`src/rtl/sc_player_lane_controller.sv`:
```
// Purpose: road-game player controller; one-hot lane, hold-to-repeat moves, lives, respawn, game over.
// Latency: every output is registered, so an input sampled at edge N shows after edge N.
// Backpressure: none; buttons, crash and level-done are level inputs evaluated every cycle.
module sc_player_lane_controller #(
    parameter int LANES          = 8,
    parameter int START_LANE     = 1,
    parameter int LIVES          = 3,
    parameter int REPEAT_CYCLES  = 12500000,
    parameter int RESPAWN_CYCLES = 50000000
) (
    input  logic                     SC_PLAYER_LANE_CLOCK_50,
    input  logic                     SC_PLAYER_LANE_RESET_InLow,
    input  logic                     SC_PLAYER_LANE_LeftButton_InLow,
    input  logic                     SC_PLAYER_LANE_RightButton_InLow,
    input  logic                     SC_PLAYER_LANE_Crash_InLow,
    input  logic                     SC_PLAYER_LANE_LevelDone_InLow,
    output logic [LANES-1:0]         SC_PLAYER_LANE_Position_Out,
    output logic [$clog2(LANES)-1:0] SC_PLAYER_LANE_Lane_Out,
    output logic [3:0]               SC_PLAYER_LANE_Lives_Out,
    output logic                     SC_PLAYER_LANE_Alive_Out,
    output logic                     SC_PLAYER_LANE_GameOver_Out
);
    localparam int LW = $clog2(LANES);
    localparam int RW = $clog2(REPEAT_CYCLES + 1);
    localparam int DW = $clog2(RESPAWN_CYCLES + 1);
    localparam logic [LW-1:0] LAST_LANE  = LW'(LANES - 1);
    localparam logic [LW-1:0] FIRST_LANE = LW'(START_LANE);
    localparam logic [3:0]    FULL_LIVES = 4'(LIVES);
    localparam logic [RW-1:0] REP_LAST   = RW'(REPEAT_CYCLES - 1);
    localparam logic [DW-1:0] RESP_LAST  = DW'(RESPAWN_CYCLES - 1);
    localparam logic [LANES-1:0] ONE     = {{(LANES-1){1'b0}}, 1'b1};

    typedef enum logic [2:0] {
        LOAD     = 3'd0,
        STILL    = 3'd1,
        HOLD     = 3'd2,
        DEAD     = 3'd3,
        GAMEOVER = 3'd4
    } state_t;

    state_t        state, next_state;
    logic [LW-1:0] lane, next_lane;
    logic [3:0]    lives, next_lives;
    logic          alive, next_alive;
    logic          gameover, next_gameover;
    logic          dir_left, next_dir_left;
    logic [RW-1:0] rep_cnt, next_rep_cnt;
    logic [DW-1:0] resp_cnt, next_resp_cnt;
    logic [LANES-1:0] position, next_position;

    logic left, right, crash, done;
    logic go_load, crash_hit;
    logic [LW-1:0] lane_up, lane_dn;

    assign left    = ~SC_PLAYER_LANE_LeftButton_InLow;
    assign right   = ~SC_PLAYER_LANE_RightButton_InLow;
    assign crash   = ~SC_PLAYER_LANE_Crash_InLow;
    assign done    = ~SC_PLAYER_LANE_LevelDone_InLow;
    assign lane_up = (lane == LAST_LANE) ? lane : lane + LW'(1);
    assign lane_dn = (lane == '0) ? lane : lane - LW'(1);

    always_ff @(posedge SC_PLAYER_LANE_CLOCK_50 or negedge SC_PLAYER_LANE_RESET_InLow) begin
        if (!SC_PLAYER_LANE_RESET_InLow) begin
            state    <= LOAD;
            lane     <= FIRST_LANE;
            lives    <= FULL_LIVES;
            alive    <= 1'b1;
            gameover <= 1'b0;
            dir_left <= 1'b0;
            rep_cnt  <= '0;
            resp_cnt <= '0;
            position <= ONE << FIRST_LANE;
        end else begin
            state    <= next_state;
            lane     <= next_lane;
            lives    <= next_lives;
            alive    <= next_alive;
            gameover <= next_gameover;
            dir_left <= next_dir_left;
            rep_cnt  <= next_rep_cnt;
            resp_cnt <= next_resp_cnt;
            position <= next_position;
        end
    end

    always_comb begin
        next_state    = state;
        next_lane     = lane;
        next_lives    = lives;
        next_alive    = alive;
        next_gameover = gameover;
        next_dir_left = dir_left;
        next_rep_cnt  = rep_cnt;
        next_resp_cnt = resp_cnt;
        go_load       = 1'b0;
        crash_hit     = 1'b0;

        case (state)
            LOAD: begin
                next_lane     = FIRST_LANE;
                next_rep_cnt  = '0;
                next_alive    = 1'b1;
                next_gameover = 1'b0;
                next_state    = STILL;
            end
            STILL: begin
                if (crash) begin
                    crash_hit = 1'b1;
                end else if (done) begin
                    go_load = 1'b1;
                end else if (left && !right) begin
                    next_lane     = lane_up;
                    next_dir_left = 1'b1;
                    next_rep_cnt  = '0;
                    next_state    = HOLD;
                end else if (right && !left) begin
                    next_lane     = lane_dn;
                    next_dir_left = 1'b0;
                    next_rep_cnt  = '0;
                    next_state    = HOLD;
                end
            end
            HOLD: begin
                if (crash) begin
                    crash_hit = 1'b1;
                end else if (done) begin
                    go_load = 1'b1;
                end else if ((left && right) || (dir_left ? !left : !right)) begin
                    // Opposite button alone lands here too; STILL then moves the other way.
                    next_rep_cnt = '0;
                    next_state   = STILL;
                end else if (rep_cnt == REP_LAST) begin
                    next_lane    = dir_left ? lane_up : lane_dn;
                    next_rep_cnt = '0;
                end else begin
                    next_rep_cnt = rep_cnt + RW'(1);
                end
            end
            DEAD: begin
                if (resp_cnt == RESP_LAST) begin
                    go_load = 1'b1;
                end else begin
                    next_resp_cnt = resp_cnt + DW'(1);
                end
            end
            GAMEOVER: begin
                if (done) begin
                    next_lives = FULL_LIVES;
                    go_load    = 1'b1;
                end
            end
            default: go_load = 1'b1;
        endcase

        if (crash_hit) begin
            next_lives    = (lives == 4'd0) ? 4'd0 : lives - 4'd1;
            next_alive    = 1'b0;
            next_rep_cnt  = '0;
            next_resp_cnt = '0;
            if (next_lives == 4'd0) begin
                next_state    = GAMEOVER;
                next_gameover = 1'b1;
            end else begin
                next_state = DEAD;
            end
        end

        if (go_load) begin
            next_state    = LOAD;
            next_lane     = FIRST_LANE;
            next_alive    = 1'b1;
            next_gameover = 1'b0;
            next_rep_cnt  = '0;
            next_resp_cnt = '0;
        end

        next_position = next_alive ? (ONE << next_lane) : '0;
    end

    assign SC_PLAYER_LANE_Position_Out = position;
    assign SC_PLAYER_LANE_Lane_Out     = lane;
    assign SC_PLAYER_LANE_Lives_Out    = lives;
    assign SC_PLAYER_LANE_Alive_Out    = alive;
    assign SC_PLAYER_LANE_GameOver_Out = gameover;
endmodule

```
`config.mk`:
```
export PLATFORM = sky130hd
export DESIGN_NAME = sc_player_lane_controller
export DESIGN_NICKNAME = d
export VERILOG_FILES = /design/src/rtl/sc_player_lane_controller.sv
export SDC_FILE = /design/constraint.sdc
export NUM_CORES = 1
export LEC_CHECK = 0
export BUFFER_PORTS_ARGS = -buffer_cell sky130_fd_sc_hd__buf_4
export CELL_PAD_IN_SITES_DETAIL_PLACEMENT = 0
export CELL_PAD_IN_SITES_GLOBAL_PLACEMENT = 1
export CORE_ASPECT_RATIO = 0.75
export CORE_MARGIN = 5
export CORE_UTILIZATION = 30
export DETAILED_ROUTE_END_ITERATION = 6
export PLACE_DENSITY = 0.62
export SLEW_MARGIN = 20
export SYNTH_ARGS = -nofsm -noshare
export SYNTH_HDL_FRONTEND = slang
export SYNTH_SLANG_ARGS = --single-unit
```
`constraint.sdc`:
```
create_clock -name SC_PLAYER_LANE_CLOCK_50 -period 4.6 [get_ports SC_PLAYER_LANE_CLOCK_50]
set_input_delay 0.23 -clock SC_PLAYER_LANE_CLOCK_50 [delete_from_list [all_inputs] [get_ports SC_PLAYER_LANE_CLOCK_50]]
set_output_delay 0.23 -clock SC_PLAYER_LANE_CLOCK_50 [all_outputs]
set_load 0.01 [all_outputs]
```
==> impl_metrics.json, run 1 <==
{
  "synth_top_family_by_area": "simple AND/OR/NAND/NOR gates",
  "hold_class": "in -> async",
  "timing.final.crit_share": 0.6811,
  "fp.coreArea_sq_mm": 0.01384,
  "drtAntennaViolNets": 0,
  "tns_ns": 0,
  "routed_wl_um": 10610,
  "die_area_sq_mm": 0.01673,
  "max_cap_violations": 0,
  "syn_nets": 485,
  "p_per_area_mw_per_mm2": 469.5,
  "start_kind": "register",
  "fin_ws_ns": 1.467,
  "yosysWarnings": 0,
  "regArea_sq_mm": 0.001783,
  "whs_ns": 0.01489,
  "preCtsSetupSlack_ns": 1.483,
  "place.gp.congestion": 0.7564,
  "synthSimpleGateAreaFrac": 0.2818,
  "drtIter0Drc": 214,
  "die_x_um": 147.7,
  "status": "complete, no violations",
  "power_mw": 2.295,
  "peakVddDrop_mv": 0.2403,
  "cts_tree": "done",
  "dp_hpwl_um": 7291,
  "layoutNonFillerInstCount": 665,
  "cts_buffers": 9,
  "clkTransAtPathRegs_ns": 0.06,
  "grt_first_pass_wirelength_um": 17810,
  "io_buffers": 22,
  "fin_skew_ns": 0.004968,
  "cts-root-buf": "clkbuf_16",
  "grt_pass1_vias": 3441,
  "syn_to_final_growth_pct": 14.55,
  "syn_inst": 471,
  "synth_ff_type": "dfrtp_1",
  "vias": 3618,
  "synth_compound_area_frac": 0.1798,
  "row_count": 37,
  "relSlewSlack": 0.3907,
  "gr-total-overflow": 0,
  "nFillCells": 1436,
  "post-cts-setup-buffer-count": 0,
  "cts-resized-gates": 0,
  "clock_path_buffers": 2,
  "cts.htree.levels": 3,
  "syn-cell-area_sq_mm": 0.004267,
  "crit_start": "resp_cnt[6]$_DFFE_PN0P_",
  "cp_max_fo": 28,
  "clkSinkCount": 71,
  "grt_antenna_before_repair": 0,
  "synth_xor_area_frac": 0.04106,
  "synth_fa_ha_area_frac": 0.02581,
  "final_hold_viol_count": 0,
  "start_util": 0.3082,
  "crit_path_end_kind": "register",
  "drc": 0,
  "grt_max_degree": 72,
  "clock_latency_ns": 0.34,
  "via_per_inst": 5.441,
  "placedCellCount": 649,
  "p_leak_nw": 2.038,
  "track_usage": 0.1314,
  "ys_seq_elements": 71,
  "cp_data_required_time_ns": 4.83,
  "dr.pass1.iters": 4,
  "die_h_um": 113.3,
  "crit_type": "reg -> reg",
  "synth.avg_cell_area_sq_um": 9.059,
  "synth.yosys.seq_area_share": 0.4179,
  "crit_arrival_ns": 3.36,
  "maxSlewViolCount": 0,
  "setup_viol": 0,
  "period_needed_ns": 3.133,
  "antenna_cells": 0,
  "post_route_cells_drive_above_1_share": 0.1265,
  "synth.area.mux_share": 0.01466,
  "rsz0062_at_grt": "false",
  "rr_startpoint": "resp_cnt[6]$_DFFE_PN0P_",
  "ioPinCount": 23,
  "hold_buffers": 0,
  "synth_edf_count": 0,
  "final_common_cell": "dfrtp_1",
  "synth.distinct_cells": 66,
  "nNetsFinal": 499,
  "multi_input_area_sq_mm": 0.002323,
  "layout_common_cells": "dfrtp_1 (66), nand2_1 (36), nor2_1 (34)",
  "fmax_mhz": 319.2,
  "avgRoutedWirePerCell_um": 15.95,
  "tightest_slew_ns": 0.9139,
  "synthArstFlopShare": 1.000
}
## flip-flops by register name, indices dropped and copies added (netlist names)
| name | flops |
|---|---|
| SC_PLAYER_LANE_Lives_Out | 4 |
| resp_cnt | 26 |
| SC_PLAYER_LANE_Position_Out | 8 |
| rep_cnt | 24 |
| dir_left | 1 |
| SC_PLAYER_LANE_Alive_Out | 1 |
| SC_PLAYER_LANE_GameOver_Out | 1 |
| state | 3 |
| SC_PLAYER_LANE_Lane_Out | 3 |
## kinds of logic (layout without fill, tap and decap cells)
group,after synthesis,after routing
xor+xnor,20,20
mux,6,6
simple gates,214,214
compound gates,117,117
flops,71,71
buf+inv,34,53
fa+ha+maj,9,9
## synthesized netlist by cell type (4+ instances only)
cell type,n,area share
a21oi_1,32,0.038
a22o_1,11,0.023
a31oi_1,12,0.018
and2_1,7,0.010
and3_1,16,0.023
and4_1,4,0.0082
buf_2,7,0.0082
clkbuf_1,9,0.0079
dfrtp_1,66,0.39
dfstp_2,5,0.031
ha_1,8,0.023
inv_1,12,0.011
mux2i_1,4,0.0094
nand2_1,36,0.032
nand2b_1,12,0.018
nand3_1,17,0.020
nand4_1,24,0.035
nor2_1,34,0.030
nor2b_1,7,0.010
nor3_1,18,0.021
nor3b_1,4,0.0070
o21ai_0,26,0.030
o31ai_1,6,0.011
or3_1,8,0.012
or4_1,8,0.014
xnor2_1,5,0.010
xor2_1,15,0.031
## power by group
group / total (mW) / switching [mW] / leakage, nW / internal, mW
registers: 0.804 / 0.105 / 0.967 / 0.699
logic: 0.714 / 0.453 / 0.917 / 0.261
clock network: 0.776 / 0.294 / 0.155 / 0.482
## per-layer routing
metal  track usage  vias to the layer above  routed length (um)
met5             0                        -                   0
met2        0.1827                       46                4361
li1              -                     1784                   -
met3       0.03523                       11                 375
met4       0.03538                        0                 100
met1        0.1989                     1777                5771
## path summary, 6_finish.rpt
kind                                                                 endpoint  slack (ns)  cells after the start
hold / removal                                       resp_cnt[23]$_DFFE_PN0P_        0.01                      1
max in group asynchronous                             rep_cnt[15]$_DFFE_PN0P_        3.97                      1
hold reg to reg                                       rep_cnt[21]$_DFFE_PN0P_        0.51                      1
min in group SC_PLAYER_LANE_CLOCK_50  SC_PLAYER_LANE_Lives_Out[0]$_DFFE_PN1P_        0.36                      3
setup reg to reg                                         state[1]$_DFFE_PN0P_        1.47                      6
setup / recovery                                         state[1]$_DFFE_PN0P_        1.47                      6
## area by class of cell
cell class	count	area share
multi-input combinational	366	0.4754
sequential	71	0.3648
clock buffer	9	0.04608
tap	175	0.04480
timing repair buffer	25	0.03840
clock inverter	7	0.02125
inverter	12	0.009217
## metrics by stage
step                cell area [sq um]    util
finish                           4887  0.3531
global route                     4887  0.3531
CTS                              4887  0.3531
detailed placement               4558  0.3293
global placement                 4558  0.3293
floorplan                        4267       -
## worst max-delay path, stage by stage, from the launching register on
cell and delay [ns]:
dfrtp_1 0.44, or3b_2 0.51, nor3_1 0.22, or4b_1 0.78, a21oi_4 0.72, o21bai_1 0.15, a21o_1 0.20
Note: power is estimated with default switching activity, not from simulation.
==> run 2: changes to the inputs <==
==> constraint.sdc (replaced) <==
create_clock -name SC_PLAYER_LANE_CLOCK_50 -period 3.03 [get_ports SC_PLAYER_LANE_CLOCK_50]
set_input_delay 0.1515 -clock SC_PLAYER_LANE_CLOCK_50 [delete_from_list [all_inputs] [get_ports SC_PLAYER_LANE_CLOCK_50]]
set_output_delay 0.1515 -clock SC_PLAYER_LANE_CLOCK_50 [all_outputs]
set_load 0.01 [all_outputs]
==> impl_metrics.json, run 2 (same netlist as run 1, synthesis figures left out) <==
{
  "die_h_um": 113.3,
  "drtAntennaViolNets": 0,
  "final_util": 0.3594,
  "busiest_layer": "met1",
  "fmax_mhz": 364.9,
  "grt_pass1_vias": 3457,
  "crit_path_end_kind": "register",
  "tightest_slew_ns": 0.9366,
  "cts_tree": "done",
  "drc": 0,
  "track_usage": 0.1360,
  "die_area_sq_mm": 0.01673,
  "largest_register_ffs": 26,
  "die_x_um": 147.7,
  "grt_first_pass_wirelength_um": 18440,
  "io_buffers": 22,
  "final_hold_viol_count": 0,
  "timing.final.crit_share": 0.9044,
  "tns_ns": 0,
  "p_per_area_mw_per_mm2": 697.3,
  "fin_skew_ns": 0.01014,
  "cts.htree.levels": 3,
  "met1_usage": 0.2157,
  "dp_hpwl_um": 7666,
  "ioPinCount": 23,
  "grt_max_degree": 72,
  "p_leak_nw": 2.106,
  "clkTransAtPathRegs_ns": 0.06,
  "preCtsSetupSlack_ns": 0.3250,
  "cts-root-buf": "clkbuf_16",
  "setup_viol": 0,
  "syn_to_final_growth_pct": 16.60,
  "power_mw": 3.469,
  "avgRoutedWirePerCell_um": 16.17,
  "max_cap_violations": 0,
  "antenna_cells": 0,
  "status": "complete, no violations",
  "relSlewSlack": 0.3756,
  "nNetsFinal": 513,
  "drtIter0Drc": 251,
  "clock_path_buffers": 2,
  "dr.pass1.iters": 7,
  "cp_data_required_time_ns": 3.22,
  "peakVddDrop_mv": 0.3109,
  "gr-total-overflow": 0,
  "grt_antenna_before_repair": 0,
  "fin_ws_ns": 0.2898,
  "whs_ns": 0.2810,
  "post_route_cells_drive_above_1_share": 0.1488,
  "cts_buffers": 9,
  "start_util": 0.3082,
  "routed_wl_um": 10980,
  "crit_arrival_ns": 2.93,
  "met2_usage": 0.1805,
  "nFillCells": 1412,
  "final_common_cell": "dfrtp_1",
  "fp.coreArea_sq_mm": 0.01384,
  "place.gp.congestion": 0.8284,
  "cp_max_fo": 12,
  "clock_latency_ns": 0.34,
  "start_kind": "register",
  "maxSlewViolCount": 0,
  "hold_class": "in -> reg",
  "crit_type": "reg -> reg",
  "row_count": 37,
  "vias": 3669,
  "use_met3": 0.03243,
  "period_needed_ns": 2.740,
  "largest-register": "resp_cnt",
  "clkSinkCount": 71,
  "rsz0062_at_grt": "false",
  "layout_common_cells": "dfrtp_1 (66), buf_4 (37), nand2_1 (36)",
  "via_per_inst": 5.404
}
## run 2: where the power goes
part           switching [mW]  total [mW]  internal, mW
logic                   0.740        1.21         0.468
clock network           0.431        1.07         0.640
registers               0.127        1.19          1.06
total                    1.30        3.47          2.17
## run 2: critical path, stage by stage, from the launching register on
cell	delay, ns
dfrtp_1	0.44
or4_1	0.57
or4_4	0.55
nor4_4	0.16
or2_2	0.30
nand2b_1	0.40
a31oi_1	0.16
## run 2: final timing paths
kind                                                             to  slack [ns]                  startpoint  depth (start not counted)
max in group asynchronous                   rep_cnt[19]$_DFFE_PN0P_        1.91  SC_PLAYER_LANE_RESET_InLow                          2
min reg2reg                                 rep_cnt[21]$_DFFE_PN0P_        0.52     rep_cnt[21]$_DFFE_PN0P_                          1
max reg2reg                                 rep_cnt[12]$_DFFE_PN0P_        0.29    resp_cnt[10]$_DFFE_PN0P_                          6
max                                         rep_cnt[12]$_DFFE_PN0P_        0.29    resp_cnt[10]$_DFFE_PN0P_                          6
min                         SC_PLAYER_LANE_Lives_Out[0]$_DFFE_PN1P_        0.28  SC_PLAYER_LANE_Crash_InLow                          3
min in group asynchronous  SC_PLAYER_LANE_Position_Out[4]$_DFF_PN0_        0.48  SC_PLAYER_LANE_RESET_InLow                          2
## run 2: timing repair
action / CTS / global route
hold endpoints to repair: 11 / 0
hold buffers: 1 / 0
setup buffers: 0 / 0
gates resized for setup: 0 / 0
## run 2: through the flow
step	area (sq um)	std cells
6_report	4975	679
5_1_grt	4975	679
4_1_cts	4975	679
3_5_place_dp	4668	662
3_3_place_gp	4668	662
2_1_floorplan	4267	471
## run 2: metal layers
metal	vias up	routed length, um	part of all wire
met2	52	4451	0.41
li1	1810	-	-
met5	-	0	0
met1	1799	6098	0.56
met4	0	93	0.0085
met3	8	334	0.030
## run 2: cell type report
class                           count  area (sq um)  area share
Clock buffer                        9         225.2     0.04527
Sequential cell                    71          1783      0.3584
Timing Repair Buffer               39         307.8     0.06187
Inverter                           12         45.04    0.009054
Clock inverter                      7         71.32     0.01434
Tap cell                          175         219.0     0.04401
Multi-Input combinational cell    366          2323      0.4671
==> run 3: changes to the inputs <==
--- a/config.mk
+++ b/config.mk
@@ -6,6 +6,7 @@
 export NUM_CORES = 1
 export LEC_CHECK = 0
 export BUFFER_PORTS_ARGS = -buffer_cell sky130_fd_sc_hd__buf_4
+export CAP_MARGIN = 20
 export CELL_PAD_IN_SITES_DETAIL_PLACEMENT = 0
 export CELL_PAD_IN_SITES_GLOBAL_PLACEMENT = 1
 export CORE_ASPECT_RATIO = 0.75
==> constraint.sdc (replaced) <==
create_clock -name SC_PLAYER_LANE_CLOCK_50 -period 3.03 [get_ports SC_PLAYER_LANE_CLOCK_50]
set_input_delay 0.303 -clock SC_PLAYER_LANE_CLOCK_50 [delete_from_list [all_inputs] [get_ports SC_PLAYER_LANE_CLOCK_50]]
set_output_delay 0.303 -clock SC_PLAYER_LANE_CLOCK_50 [all_outputs]
set_load 0.01 [all_outputs]
==> impl_metrics.json, run 3 (same netlist as run 1, synthesis figures left out) <==
{
  "status": "complete, no violations",
  "post_route_cells_drive_above_1_share": 0.1491,
  "die_h_um": 113.3,
  "cts.htree.levels": 3,
  "layout_common_cells": "dfrtp_1 (66), buf_4 (37), nand2_1 (36)",
  "dp_hpwl_um": 7666,
  "crit_type": "reg -> reg",
  "fin_ws_ns": 0.2877,
  "track_usage": 0.1360,
  "fin_skew_ns": 0.01058,
  "seqPwrFrac": 0.344,
  "largest-register": "resp_cnt",
  "start_kind": "register",
  "rsz0062_at_grt": "false",
  "tightest_slew_ns": 0.9353,
  "die_x_um": 147.7,
  "routed_wl_um": 10980,
  "drc": 0,
  "cts_tree": "done",
  "grt_antenna_before_repair": 0,
  "p_per_area_mw_per_mm2": 697.6,
  "drtIter0Drc": 233,
  "row_count": 37,
  "clkTransAtPathRegs_ns": 0.06,
  "whs_ns": 0.08473,
  "relSlewSlack": 0.3765,
  "maxSlewViolCount": 0,
  "cp.depth": 6,
  "p_sw_frac": 0.3733,
  "vias": 3651,
  "nNetsFinal": 512,
  "nFillCells": 1413,
  "peakVddDrop_mv": 0.3113,
  "final_hold_viol_count": 0,
  "timing.final.crit_share": 0.9050,
  "power_switching_mw": 1.293,
  "tns_ns": 0,
  "crit_start": "resp_cnt[10]$_DFFE_PN0P_",
  "cts-root-buf": "clkbuf_16",
  "fp.coreArea_sq_mm": 0.01384,
  "reg2reg_to": "rep_cnt[12]$_DFFE_PN0P_",
  "cp_max_fo": 12,
  "hold_class": "in -> async",
  "final_common_cell": "dfrtp_1",
  "grt_pass1_vias": 3454,
  "io_buffers": 22,
  "grt_max_degree": 72,
  "pwr-share-comb": 0.348,
  "cts_buffers": 9,
  "reg2reg_slack_ns": 0.29,
  "dr.pass1.iters": 4,
  "cp-endpoint": "rep_cnt[12]$_DFFE_PN0P_",
  "final_util": 0.3587,
  "max_stage_delay_ns": 0.57,
  "antenna_cells": 0,
  "place.gp.congestion": 0.8284,
  "critPathBufInv": 0,
  "fmax_mhz": 364.7,
  "ioPinCount": 23,
  "rr_startpoint": "resp_cnt[10]$_DFFE_PN0P_",
  "busiest_layer": "met1",
  "max_cap_violations": 0,
  "path_delay_family": "simple AND/OR/NAND/NOR gates",
  "crit_arrival_ns": 2.93,
  "start_util": 0.3082,
  "critical-path-slowest-cell": "or4_1",
  "setup_viol": 0,
  "hold_buffers": 0,
  "syn_to_final_growth_pct": 16.36,
  "drtAntennaViolNets": 0,
  "internal_power_mw": 2.171,
  "use_met3": 0.03243,
  "cts-resized-gates": 0,
  "avgRoutedWirePerCell_um": 16.20,
  "met1_usage": 0.2157,
  "gr-total-overflow": 0,
  "cp_data_required_time_ns": 3.22,
  "path_cells": "or4_1 -> or4_4 -> nor4_4 -> or2_2 -> nand2b_1 -> a31oi_1",
  "largest_register_ffs": 26,
  "grt_first_pass_wirelength_um": 18440,
  "power_mw": 3.464,
  "preCtsSetupSlack_ns": 0.3250,
  "reg2reg_depth": 6,
  "period_needed_ns": 2.742,
  "post-cts-setup-buffer-count": 0,
  "clock_latency_ns": 0.34,
  "p_leak_nw": 2.102,
  "clkPwrFrac": 0.309,
  "met2_usage": 0.1805,
  "clkSinkCount": 71,
  "crit_path_end_kind": "register",
  "clock_path_buffers": 2,
  "via_per_inst": 5.385,
  "die_area_sq_mm": 0.01673
}
## run 3: changes by cell type in the layout (fill, tap and decap cells not counted)
| cell | previous run | this run |
|---|---|---|
| dlygate4sd3_1 | 1 | 0 |
## run 3: worst register-to-register path, cell delays in order, from the launching register on
cell and delay, ns:
dfrtp_1 0.44, or4_1 0.57, or4_4 0.55, nor4_4 0.16
or2_2 0.30, nand2b_1 0.41, a31oi_1 0.16
## run 3: cell type report
class,count,area (sq um),share of cell area
Multi-Input combinational cell,366,2323,0.4680
Sequential cell,71,1783,0.3591
Timing Repair Buffer,38,297.8,0.05998
Clock buffer,9,225.2,0.04536
Tap cell,175,219.0,0.04410
Clock inverter,7,71.32,0.01436
Inverter,12,45.04,0.009073
## run 3: worst min path at each step
stage	endpoint	slack [ns]	depth (start not counted)
CTS	SC_PLAYER_LANE_Position_Out[4]$_DFF_PN0_	0.14	1
floorplan	SC_PLAYER_LANE_GameOver_Out$_DFF_PN0_	0.007	0
detailed placement	SC_PLAYER_LANE_Position_Out[4]$_DFF_PN0_	0.51	1
global route	SC_PLAYER_LANE_Position_Out[4]$_DFF_PN0_	0.20	1
global placement	rep_cnt[21]$_DFFE_PN0P_	0.50	1
finish	SC_PLAYER_LANE_Position_Out[4]$_DFF_PN0_	0.08	1
## run 3: layer usage
| metal | wire length (um) | share of wire | vias to the layer above |
|---|---|---|---|
| met5 | 0 | 0 | - |
| met4 | 85 | 0.0077 | 0 |
| met3 | 314 | 0.029 | 6 |
| met2 | 4481 | 0.41 | 48 |
| met1 | 6101 | 0.56 | 1790 |
| li1 | - | - | 1807 |
## run 3: power by group through the flow
| stage | combinational, mW | sequential, mW | clock [mW] |
|---|---|---|---|
| after floorplan | 0.800 | 1.17 | 0 |
| after global placement | 1.21 | 1.20 | 0 |
| after detailed placement | 1.20 | 1.20 | 0 |
| after CTS | 1.21 | 1.19 | 1.10 |
| after global routing | 1.34 | 1.21 | 1.15 |
| final | 1.20 | 1.19 | 1.07 |
## run 3: through the flow
step,cell area (sq um),std cells
after floorplan,4267,471
after global placement,4668,662
after detailed placement,4668,662
after CTS,4965,678
after global routing,4965,678
final,4965,678
